==> src/rtl/pong_vga_renderer_if.sv <==
// Position bus from the Pong game logic to the renderer, plus the
// renderer's once-per-frame update strobe back to the game logic.
interface pong_vga_renderer_if;
    logic [9:0] ball_x;
    logic [9:0] ball_y;
    logic [9:0] paddle_y;
    logic       frame_tick;

    modport master (
        output ball_x,
        output ball_y,
        output paddle_y,
        input  frame_tick
    );

    modport slave (
        input  ball_x,
        input  ball_y,
        input  paddle_y,
        output frame_tick
    );
endinterface

==> src/rtl/pong_vga_renderer.sv <==
// VGA timing generator and ball/paddle renderer. Positions are latched once
// per frame at the start of vertical blanking; every pin is registered.
module pong_vga_renderer #(
    parameter int unsigned H_ACTIVE      = 640,
    parameter int unsigned H_FP          = 16,
    parameter int unsigned H_SYNC        = 96,
    parameter int unsigned H_BP          = 48,
    parameter int unsigned V_ACTIVE      = 480,
    parameter int unsigned V_FP          = 10,
    parameter int unsigned V_SYNC        = 2,
    parameter int unsigned V_BP          = 33,
    parameter int unsigned BALL_SIZE     = 10,
    parameter int unsigned PADDLE_WIDTH  = 10,
    parameter int unsigned PADDLE_HEIGHT = 60,
    parameter int unsigned PADDLE_X      = 0
) (
    input  logic               clk,
    input  logic               rst_n,
    pong_vga_renderer_if.slave game,
    output logic               hsync,
    output logic               vsync,
    output logic [1:0]         red,
    output logic [1:0]         green,
    output logic [1:0]         blue,
    output logic               display_on
);

    localparam int unsigned H_TOTAL = H_ACTIVE + H_FP + H_SYNC + H_BP;
    localparam int unsigned V_TOTAL = V_ACTIVE + V_FP + V_SYNC + V_BP;

    localparam logic [9:0] H_LAST   = 10'(H_TOTAL - 1);
    localparam logic [9:0] V_LAST   = 10'(V_TOTAL - 1);
    localparam logic [9:0] H_ACT    = 10'(H_ACTIVE);
    localparam logic [9:0] V_ACT    = 10'(V_ACTIVE);
    localparam logic [9:0] SNAP_ROW = 10'(V_ACTIVE - 1);
    localparam logic [9:0] HS_BEG   = 10'(H_ACTIVE + H_FP);
    localparam logic [9:0] HS_END   = 10'(H_ACTIVE + H_FP + H_SYNC);
    localparam logic [9:0] VS_BEG   = 10'(V_ACTIVE + V_FP);
    localparam logic [9:0] VS_END   = 10'(V_ACTIVE + V_FP + V_SYNC);

    localparam logic [10:0] BALL_SZ = 11'(BALL_SIZE);
    localparam logic [10:0] PAD_X   = 11'(PADDLE_X);
    localparam logic [10:0] PAD_W   = 11'(PADDLE_WIDTH);
    localparam logic [10:0] PAD_H   = 11'(PADDLE_HEIGHT);

    localparam logic [9:0] BALL_X_RST   = 10'd320;
    localparam logic [9:0] BALL_Y_RST   = 10'd240;
    localparam logic [9:0] PADDLE_Y_RST = 10'd210;

    logic [9:0]  h_cnt_q, h_cnt_d;
    logic [9:0]  v_cnt_q, v_cnt_d;
    logic [9:0]  sbx_q, sbx_d;
    logic [9:0]  sby_q, sby_d;
    logic [9:0]  spy_q, spy_d;
    logic        hsync_q, hsync_d;
    logic        vsync_q, vsync_d;
    logic [1:0]  red_q, red_d;
    logic [1:0]  green_q, green_d;
    logic [1:0]  blue_q, blue_d;
    logic        display_on_q, display_on_d;
    logic        frame_tick_q, frame_tick_d;

    logic        h_wrap_s;
    logic        snap_s;
    logic        active_s;
    logic        ball_hit_s;
    logic        paddle_hit_s;
    logic [10:0] h_ext_s;
    logic [10:0] v_ext_s;

    // Raster position counters and the end-of-visible-frame snapshot point.
    always_comb begin
        h_cnt_d  = h_cnt_q;
        v_cnt_d  = v_cnt_q;
        h_wrap_s = (h_cnt_q == H_LAST);
        snap_s   = h_wrap_s && (v_cnt_q == SNAP_ROW);
        if (h_wrap_s) begin
            h_cnt_d = 10'd0;
            if (v_cnt_q == V_LAST) begin
                v_cnt_d = 10'd0;
            end else begin
                v_cnt_d = v_cnt_q + 10'd1;
            end
        end else begin
            h_cnt_d = h_cnt_q + 10'd1;
            v_cnt_d = v_cnt_q;
        end
    end

    // Position snapshot: the game bus is only looked at on the snapshot cycle.
    always_comb begin
        sbx_d = sbx_q;
        sby_d = sby_q;
        spy_d = spy_q;
        if (snap_s) begin
            sbx_d = game.ball_x;
            sby_d = game.ball_y;
            spy_d = game.paddle_y;
        end else begin
            sbx_d = sbx_q;
            sby_d = sby_q;
            spy_d = spy_q;
        end
    end

    // Hit tests in 11 bits so an edge near 1023 never wraps back to 0. The
    // paddle column test is a single unsigned window compare on h - PAD_X.
    always_comb begin
        h_ext_s      = {1'b0, h_cnt_q};
        v_ext_s      = {1'b0, v_cnt_q};
        active_s     = (h_cnt_q < H_ACT) && (v_cnt_q < V_ACT);
        ball_hit_s   = (h_ext_s >= {1'b0, sbx_q}) &&
                       (h_ext_s <  ({1'b0, sbx_q} + BALL_SZ)) &&
                       (v_ext_s >= {1'b0, sby_q}) &&
                       (v_ext_s <  ({1'b0, sby_q} + BALL_SZ));
        paddle_hit_s = ((h_ext_s - PAD_X) < PAD_W) &&
                       (v_ext_s >= {1'b0, spy_q}) &&
                       (v_ext_s <  ({1'b0, spy_q} + PAD_H));
    end

    // Next pin values: sync windows, blank flag, strobe and colour priority.
    always_comb begin
        hsync_d      = ~((h_cnt_q >= HS_BEG) && (h_cnt_q < HS_END));
        vsync_d      = ~((v_cnt_q >= VS_BEG) && (v_cnt_q < VS_END));
        display_on_d = active_s;
        frame_tick_d = snap_s;
        red_d        = 2'd0;
        green_d      = 2'd0;
        blue_d       = 2'd0;
        if (!active_s) begin
            red_d   = 2'd0;
            green_d = 2'd0;
            blue_d  = 2'd0;
        end else if (ball_hit_s) begin
            red_d   = 2'd3;
            green_d = 2'd3;
            blue_d  = 2'd3;
        end else if (paddle_hit_s) begin
            red_d   = 2'd0;
            green_d = 2'd3;
            blue_d  = 2'd0;
        end else begin
            red_d   = 2'd0;
            green_d = 2'd0;
            blue_d  = 2'd0;
        end
    end

    // State and output registers with synchronous active-low reset.
    always_ff @(posedge clk) begin
        if (!rst_n) begin
            h_cnt_q      <= 10'd0;
            v_cnt_q      <= 10'd0;
            sbx_q        <= BALL_X_RST;
            sby_q        <= BALL_Y_RST;
            spy_q        <= PADDLE_Y_RST;
            hsync_q      <= 1'b1;
            vsync_q      <= 1'b1;
            red_q        <= 2'd0;
            green_q      <= 2'd0;
            blue_q       <= 2'd0;
            display_on_q <= 1'b0;
            frame_tick_q <= 1'b0;
        end else begin
            h_cnt_q      <= h_cnt_d;
            v_cnt_q      <= v_cnt_d;
            sbx_q        <= sbx_d;
            sby_q        <= sby_d;
            spy_q        <= spy_d;
            hsync_q      <= hsync_d;
            vsync_q      <= vsync_d;
            red_q        <= red_d;
            green_q      <= green_d;
            blue_q       <= blue_d;
            display_on_q <= display_on_d;
            frame_tick_q <= frame_tick_d;
        end
    end

    assign hsync           = hsync_q;
    assign vsync           = vsync_q;
    assign red             = red_q;
    assign green           = green_q;
    assign blue            = blue_q;
    assign display_on      = display_on_q;
    assign game.frame_tick = frame_tick_q;

endmodule

==> src/flat_wrapper.sv <==
// flat-port wrapper written by rule: the top's interface ports become plain ports
module pong_vga_renderer_flat 
#(
    parameter int unsigned H_ACTIVE      = 640,
    parameter int unsigned H_FP          = 16,
    parameter int unsigned H_SYNC        = 96,
    parameter int unsigned H_BP          = 48,
    parameter int unsigned V_ACTIVE      = 480,
    parameter int unsigned V_FP          = 10,
    parameter int unsigned V_SYNC        = 2,
    parameter int unsigned V_BP          = 33,
    parameter int unsigned BALL_SIZE     = 10,
    parameter int unsigned PADDLE_WIDTH  = 10,
    parameter int unsigned PADDLE_HEIGHT = 60,
    parameter int unsigned PADDLE_X      = 0
)
  (clk, rst_n, hsync, vsync, red, green, blue, display_on, game_ball_x, game_ball_y, game_paddle_y, game_frame_tick);
  pong_vga_renderer_if game_i ();
  input  logic clk;
  input  logic rst_n;
  output logic hsync;
  output logic vsync;
  output logic [1:0] red;
  output logic [1:0] green;
  output logic [1:0] blue;
  output logic display_on;
  input wire logic [$bits(game_i.ball_x)-1:0] game_ball_x;
  input wire logic [$bits(game_i.ball_y)-1:0] game_ball_y;
  input wire logic [$bits(game_i.paddle_y)-1:0] game_paddle_y;
  output wire logic [$bits(game_i.frame_tick)-1:0] game_frame_tick;
  assign game_i.ball_x = game_ball_x;
  assign game_i.ball_y = game_ball_y;
  assign game_i.paddle_y = game_paddle_y;
  assign game_frame_tick = game_i.frame_tick;
  pong_vga_renderer #(.H_ACTIVE(H_ACTIVE), .H_FP(H_FP), .H_SYNC(H_SYNC), .H_BP(H_BP), .V_ACTIVE(V_ACTIVE), .V_FP(V_FP), .V_SYNC(V_SYNC), .V_BP(V_BP), .BALL_SIZE(BALL_SIZE), .PADDLE_WIDTH(PADDLE_WIDTH), .PADDLE_HEIGHT(PADDLE_HEIGHT), .PADDLE_X(PADDLE_X)) u_core (.clk(clk), .rst_n(rst_n), .game(game_i), .hsync(hsync), .vsync(vsync), .red(red), .green(green), .blue(blue), .display_on(display_on));
endmodule
==> config.mk <==
export PLATFORM = sky130hd
export DESIGN_NAME = pong_vga_renderer_flat
export DESIGN_NICKNAME = d
export VERILOG_FILES = /design/src/rtl/pong_vga_renderer_if.sv /design/src/rtl/pong_vga_renderer.sv /design/src/flat_wrapper.sv
export SDC_FILE = /design/constraint.sdc
export NUM_CORES = 1
export LEC_CHECK = 0
export CAP_MARGIN = 20
export CORE_ASPECT_RATIO = 1.75
export CORE_UTILIZATION = 25
export DETAILED_ROUTE_END_ITERATION = 10
export GPL_TIMING_DRIVEN = 0
export PLACE_DENSITY_LB_ADDON = 0.12
export SYNTH_ARGS = -nofsm -noshare
export SYNTH_HDL_FRONTEND = slang
export SYNTH_SLANG_ARGS = --single-unit
==> constraint.sdc <==
create_clock -name clk -period 2.5 [get_ports clk]
set_input_delay 0.5 -clock clk [delete_from_list [all_inputs] [get_ports clk]]
set_output_delay 0.5 -clock clk [all_outputs]
set_load 0.02 [all_outputs]
==> Yosys cells after proc, flatten, opt, wreduce, memory -nomap -nowiden <==
Index checks and enable logic that the tools add are counted.
{ "word_totals": {"regBits": 58, "in_bits": 32, "output_inout_bits": 10, "elab_cells": 50} }
{ "classes": {"addsub": 5, "n_lt_le_gt_ge": 13, "eq_ne": 3, "muxes": 4, "n_bitwise": 3, "n_reduce_logical": 11} }
{ "op_table": {"columns": ["op", "count"], "rows": [
  ["$lt A10 B11 Y1", 3],
  ["$ge A10 B10 Y1", 3],
  ["$add A10 B4 Y11 const B", 2],
  ["$add A10 B1 Y10 const B", 2],
  ["$eq A10 B10 Y1 const B", 2],
  ["$lt A10 B10 Y1 const B", 2],
  ["$lt A10 B9 Y1 const B", 2],
  ["$add A10 B6 Y11 const B", 1],
  ["$eq A10 B9 Y1 const B", 1],
  ["$ge A10 B10 Y1 const B", 1],
  ["$ge A10 B9 Y1 const B", 1],
  ["$lt A10 B4 Y1 const B", 1],
  ["$mux W10", 1],
  ["$logic_and A1 B1 Y1", 9],
  ["$mux W2", 3],
  ["$not A1 Y1", 3],
  ["$reduce_and A2 Y1", 1],
  ["$reduce_or A2 Y1", 1]
]} }

==> Logic depth before layout (Yosys ltp) <==
Gate-level depths: netlist of the first run.
{ "depth": {"ltp_word": 6, "depth_mapped": 10, "ltp_nobuf": 10} }

==> Worst setup path after synthesis of the first run <==
Ideal clock, no wire load.
{ "synth_timing": {"path_kind": "register to register", "from": "register u_core.sbx_q[1]", "to": "register u_core.green_q[0] (netlist: u_core.green[0])", "setup_time_ns": 0.092, "arrival_time_ns": 1.998, "t_required_ns": 2.408, "setup_slack_ns": 0.410, "path_stages_with_launch": 10, "n_path_buf": 0, "synth_period_minus_slack_ns": 2.090, "path_cell_list": "dfxtp_1 a21oi_1 nor4_1 xnor2_1 ha_1 a211oi_1 o21ai_0 o21ai_0 o2111ai_1 o32ai_1"} }
{ "synth_via": {"elab_chain_len": 6} }
{ "synth_rtl": {"columns": ["item", "line", "rtl"], "rows": [
  ["from (decl)", "pong_vga_renderer.sv:52", "logic [9:0] sbx_q, sbx_d;"],
  ["from (signal assigned)", "pong_vga_renderer.sv:154", "sbx_q <= BALL_X_RST;"],
  ["from (signal assigned)", "pong_vga_renderer.sv:167", "sbx_q <= sbx_d;"],
  ["$add A10 B4 Y11", "pong_vga_renderer.sv:113", "(h_ext_s < ({1'b0, sbx_q} + BALL_SZ)) &&"],
  ["$lt A10 B11 Y1", "pong_vga_renderer.sv:113", null],
  ["$logic_and A1 B1 Y1 *", "pong_vga_renderer.sv:112", "ball_hit_s = (h_ext_s >= {1'b0, sbx_q}) &&"],
  ["$logic_and A1 B1 Y1 *", "pong_vga_renderer.sv:113", null],
  ["$logic_and A1 B1 Y1 *", "pong_vga_renderer.sv:114", "(v_ext_s >= {1'b0, sby_q}) &&"],
  ["$mux W2 *", "pong_vga_renderer.sv:134", "end else if (ball_hit_s) begin"],
  ["to (signal assigned)", "pong_vga_renderer.sv:173", "green_q <= green_d;"],
  ["to (decl)", "pong_vga_renderer.sv:58", "logic [1:0] green_q, green_d;"]
]} }
Every way passes the cells marked *; elsewhere a longest branch is shown, timed or not.
A chain may end at the register's enable or synchronous reset.

==> Worst setup path after layout of the first run <==
{ "layout_timing": {"from": "register u_core.sbx_q[4]", "to": "register u_core.green_q[0] (netlist: u_core.green[0])"} }
The elaborated chain is that of the path after synthesis.

==> results.ini, run 1 <==
[synthesis]
ys_warn_count=0
synthCells=470
ys_seq_elements=56
yosys-top-cells-area=dfxtp_1 28%, ha_1 20%, nand2_1 7.0%
synth_nets=565
synth-edff-count=0
netlist.area_leader.share_pct=28.0
syn_area_um2=4010
ys_seq_area_share_pct=28.0
async_flop_share_pct=0
ys_top_cells_by_count=75 x nand2_1, 63 x ha_1, 56 x dfxtp_1, 37 x inv_1, 25 x nor2_1
synth_area_leader_cell=dfxtp_1
ys.flop_type=dfxtp_1
yosysMostFrequentCell=nand2_1
ys_types=50
avgSynthCellArea_um2=8.53

[worst_setup_path]
startpoint_type=register
cp.required_ns=2.71
r2r_end=u_core.green[0]
r2r-start=u_core.sbx_q[4]
reg2reg_slack_ns=0.22
crit_path_start=u_core.sbx_q[4]
cp_max_fo=6
cp-endpoint=u_core.green[0]
critical_path_class=reg2reg
critPathArrivalTime_ns=2.50
endpoint_kind=register
r2r.worst_path.cells=9

[sta]
setup_tns_ns=0
worst_pin_slew_ns=0.700
slew_headroom_pct=53.2
setup_slack_ns=0.215
layout_worst_path_cycle_share_pct=91.4
layout_min_cycle_time_ns=2.28
clock.fmax_mhz=438
drv_slew=0
rsz0062_at_grt=no
holdWs_ns=0.462
finalSetupViolations=0
hold_viol=0
finClkSkew_ns=0.00410

[clock_network]
clock_path_buffers=2
clkTransAtPathRegs_ns=0.07
insertion_delay_ns=0.30
hold_buffers=0
cts.sinks=56
cts_buffers=5
htree_num_levels=2
cts_root_buffer=clkbuf_16
cts_tree=yes

[floorplanning]
core_um2=15500
row_count=60
die_h_um=170
io_pins=42
die-width_um=97.7
dieArea_um2=16600
initial_utilization_pct=25.8

[pwr]
power.total_mw=1.74
power.density_nw_per_um2=361
ir_drop_mv=0.252
leakagePower_nw=1.93

[final_layout]
layout-drive-gt1-share_pct=8.83
fin_cells=707
syn_to_final_growth_pct=20.5
final_area_um2=4830
fin_nets=615
postLayoutCoreUtil_pct=31.1
antenna_cells=0

[global_routing]
track_usage_pct=14.3
grt_antenna_before_repair=0
grt_pass1_vias=3453
grt_max_degree=16
grt_first_pass_wirelength_um=18100
overflow=0

[status]
violations=DRC
status=finished with violations

[detailed_routing]
wl_um=11100
vias=3360
drt_iter0_markers=77
route.detailed.drc=6
wl_per_cell_um=15.7
drtPass1Iterations=7
ant_nets=0
via_per_inst=4.75

[place]
placed_area_um2=4650
io_buffers=41
post-place-cells=697
dp_hpwl_um=8960
gp_congestion=0.784
dp_slack_ns=-0.133

[job]
max-cap-violations=0

[hold_path]
hp-class=reg2reg

[cell families (layout without fill, tap and decap cells)]
group,after synthesis,after routing,synth area share (%)
flops,56,56,28.0
fa+ha+maj,63,63,19.7
buf+inv,55,106,6.68
xor+xnor,34,34,7.43
compound gates,96,96,18.0
simple gates,166,166,20.3
[cell usage in the layout (no fill, tap or decap), types with 9 or more instances in the layout]
cell type and instances:
nor3_1 12, o21ai_0 17, clkbuf_1 9, xor2_1 10, a21boi_2 20, inv_1 37, nor2_1 25, a21oi_1 17
dfxtp_1 55, nand3_1 9, nand2_1 75, xnor2_1 24, clkdlybuf4s50_1 41, ha_1 63, o211ai_1 12
[repair_timing]
item | 4_1_cts | 5_1_grt
buffers inserted | 0 | 2
endpoints found under the setup margin | 2 | 21
pin swaps | 1 | 2
gates resized for setup | 2 | 5
gates cloned | 0 | 0
[how the worst min path moves through the flow]
stage,slack [ns],endpoint,cells after the start,from
5_1_grt,0.49,u_core.spy_q[0],2,u_core.spy_q[0]
4_1_cts,0.47,u_core.spy_q[8],2,u_core.spy_q[8]
3_5_place_dp,0.45,u_core.spy_q[8],2,u_core.spy_q[8]
6_report,0.46,u_core.spy_q[8],2,u_core.spy_q[8]
2_1_floorplan,0.43,u_core.h_cnt_q[0],1,u_core.h_cnt_q[0]
3_3_place_gp,0.45,u_core.h_cnt_q[0],1,u_core.h_cnt_q[0]
[final cells by class]
cell class              count  area, um^2
inverters                  37         139
clock buffers               8         146
fillers                  1620       10700
multi-input cells         359        2640
repair buffers             43         425
flip-flops and latches     56        1120
well taps                 186         233
plain buffers              18         129
[registers in the layout, indices dropped and copies added, names as in the netlist, 10 cells and up]
register and cells:
u_core.v_cnt_q 10, u_core.h_cnt_q 10, u_core.sbx_q 10, u_core.spy_q 10
u_core.sby_q 10
[layer usage]
layer | share of wire (%) | vias up | GRT usage [%] | wire (um)
li1 | - | 1745 | - | -
met1 | 39 | 1558 | 14.3 | 4330
met2 | 56 | 46 | 29.1 | 6210
met3 | 2.2 | 11 | 1.69 | 238
met4 | 2.7 | 0 | 5.60 | 294
met5 | 0 | - | 0 | 0
[power breakdown]
part | internal (mW) | switching, mW
Combinational | 0.0634 | 0.0384
Sequential | 0.896 | 0.00666
Clock | 0.402 | 0.336
Total | 1.36 | 0.381
[worst max-delay path, cell delays in order, from the launching register on]
cell	delay [ns]
dfxtp_1	0.42
nand2_1	0.12
nor4_2	0.25
xnor2_1	0.15
ha_1	0.26
a211oi_1	0.22
o21ai_0	0.15
o21ai_2	0.18
o2111ai_1	0.16
o32ai_1	0.29
Note: power is estimated with default switching activity, not from simulation.
==> run 2: changes to the inputs <==
Settings changed: ABC_CLOCK_PERIOD_IN_PS set to 2550, CORE_UTILIZATION 25 to 35.
Clock period 2.5 ns to 2.55 ns, I/O delays scaled along.
==> run 2 against run 1 <==
Against the previous run:
- the flow now finishes without violations
- cell area decreased by 1.3%
- register-to-register slack barely moved
- clock skew up 0.00098 ns
- hold slack gained 0.0051 ns
- total power up 2.6%
- critical path depth did not move
- clock power increased by 9.1%
- sequential share of layout area increased by 0.38 points
- non-clock buffer count down 2
==> results.ini, run 2 (same netlist as run 1, synthesis figures left out) <==
[pwr]
power.total_mw=1.79  ; was 1.74 mW
ir_drop_mv=0.316  ; was 0.252 mV
leakagePower_nw=1.92  ; was 1.93 nW
power.density_nw_per_um2=375  ; was 361 nW/um^2

[final_layout]
syn_to_final_growth_pct=18.9  ; was 20.5%
layout-drive-gt1-share_pct=9.25  ; was 8.83%
final_area_um2=4770  ; was 4830 um^2
antenna_cells=0  ; unchanged
fin_cells=651  ; was 707
postLayoutCoreUtil_pct=42.7  ; was 31.1%
final_common_cell=nand2_1  ; unchanged
final_cell_mix=75 x nand2_1, 62 x ha_1, 52 x dfxtp_1  ; was 75 x nand2_1, 63 x ha_1, 55 x dfxtp_1
fin_nets=613  ; was 615

[detailed_routing]
drtPass1Iterations=4  ; was 7
wl_um=10400  ; was 11100 um
ant_nets=0  ; unchanged
vias=3348  ; was 3360
drt_iter0_markers=91  ; was 77
route.detailed.drc=0  ; was 6
via_per_inst=5.14  ; was 4.75
wl_per_cell_um=16.0  ; was 15.7 um

[global_routing]
grt_max_degree=17  ; was 16
grt_pass1_vias=3501  ; was 3453
grt_first_pass_wirelength_um=17300  ; was 18100 um
grt_antenna_before_repair=0  ; unchanged
track_usage_pct=18.6  ; was 14.3%
overflow=0  ; unchanged

[worst_setup_path]
critical_path_class=reg2reg  ; unchanged
critPathArrivalTime_ns=2.55  ; was 2.50 ns
reg2reg_slack_ns=0.21  ; was 0.22 ns
r2r-start=u_core.sbx_q[6]  ; was u_core.sbx_q[4]
crit_path_start=u_core.sbx_q[6]  ; was u_core.sbx_q[4]
endpoint_kind=register  ; unchanged
cp_max_fo=4  ; was 6
startpoint_type=register  ; unchanged
cp.required_ns=2.76  ; was 2.71 ns

[job]
max-cap-violations=0  ; unchanged

[clock_network]
htree_num_levels=2  ; unchanged
clock_path_buffers=2  ; unchanged
cts_buffers=5  ; unchanged
post-cts-setup-buffer-count=0  ; unchanged
clkTransAtPathRegs_ns=0.07  ; about the same
cts.sinks=56  ; unchanged
hold_buffers=0  ; unchanged
cts_tree=yes  ; unchanged
insertion_delay_ns=0.30  ; about the same
cts_root_buffer=clkbuf_16  ; unchanged

[floorplanning]
die_h_um=144  ; was 170 um
initial_utilization_pct=35.9  ; was 25.8%
row_count=51  ; was 60
die-width_um=82.9  ; was 97.7 um
core_um2=11200  ; was 15500 um^2
dieArea_um2=11900  ; was 16600 um^2
io_pins=42  ; unchanged

[place]
io_buffers=41  ; unchanged
post-place-cells=643  ; was 697
placed_area_um2=4590  ; was 4650 um^2
gp_congestion=0.845  ; was 0.784
dp_hpwl_um=8310  ; was 8960 um
dp_slack_ns=-0.0165  ; was -0.133 ns

[sta]
rsz0062_at_grt=no  ; unchanged
drv_slew=0  ; unchanged
worst_pin_slew_ns=0.878  ; was 0.700 ns
finalSetupViolations=0  ; unchanged
clock.fmax_mhz=427  ; was 438 MHz
setup_tns_ns=0  ; unchanged
layout_min_cycle_time_ns=2.34  ; was 2.28 ns
layout_worst_path_cycle_share_pct=91.9  ; was 91.4%
finClkSkew_ns=0.00508  ; was 0.00410 ns
setup_slack_ns=0.207  ; was 0.215 ns
slew_headroom_pct=40.0  ; was 53.2%
holdWs_ns=0.467  ; was 0.462 ns
hold_viol=0  ; unchanged

[status]
status=finished, final reports clean  ; was finished with violations

[hold_path]
hp-class=reg2reg  ; unchanged
min-delay-start=u_core.spy_q[8]  ; unchanged

[run 2: worst paths after layout]
kind,end,depth (start not counted)
hold / removal,u_core.spy_q[8],2
setup reg to reg,u_core.green[0],9
setup / recovery,u_core.green[0],9
hold reg to reg,u_core.spy_q[8],2
[run 2: layer usage]
layer  vias to the layer above  routed length (um)  GRT usage [%]
met5                         -                   0              0
met4                         0                 346           8.80
met3                        15                 255           2.18
met2                        54                5680           36.4
met1                      1549                4120           19.5
li1                       1730                   -              -
[run 2: where the power goes]
group          internal (mW)  leakage (nW)  switching (mW)  total [mW]
clock                  0.464        0.0808           0.342       0.805
combinational         0.0619          1.39          0.0352      0.0971
sequential             0.878         0.453         0.00637       0.885
[run 2: critical path: stages, from the launching register on]
cell and delay (ns):
dfxtp_2 0.37, inv_1 0.09, nor4_2 0.30, xnor2_1 0.16, ha_1 0.26, a211oi_1 0.23
o21ai_0 0.12, o21ai_1 0.22, o2111ai_1 0.19, o32ai_1 0.30
[run 2: final cells by class]
cell class / instances / area [um^2]
Multi-Input combinational cell: 359 / 2640
Inverter: 37 / 139
Sequential cell: 56 / 1130
Timing Repair Buffer: 41 / 410
Tap cell: 132 / 165
Clock inverter: 2 / 35.0
Buffer: 18 / 129
Clock buffer: 6 / 129
Fill cell: 1108 / 6400
[run 2: what timing repair did]
item / 4_1_cts / 5_1_grt
gates resized for setup: 1 / 8
endpoints found under the setup margin: 1 / 2
pin swaps: 0 / 1
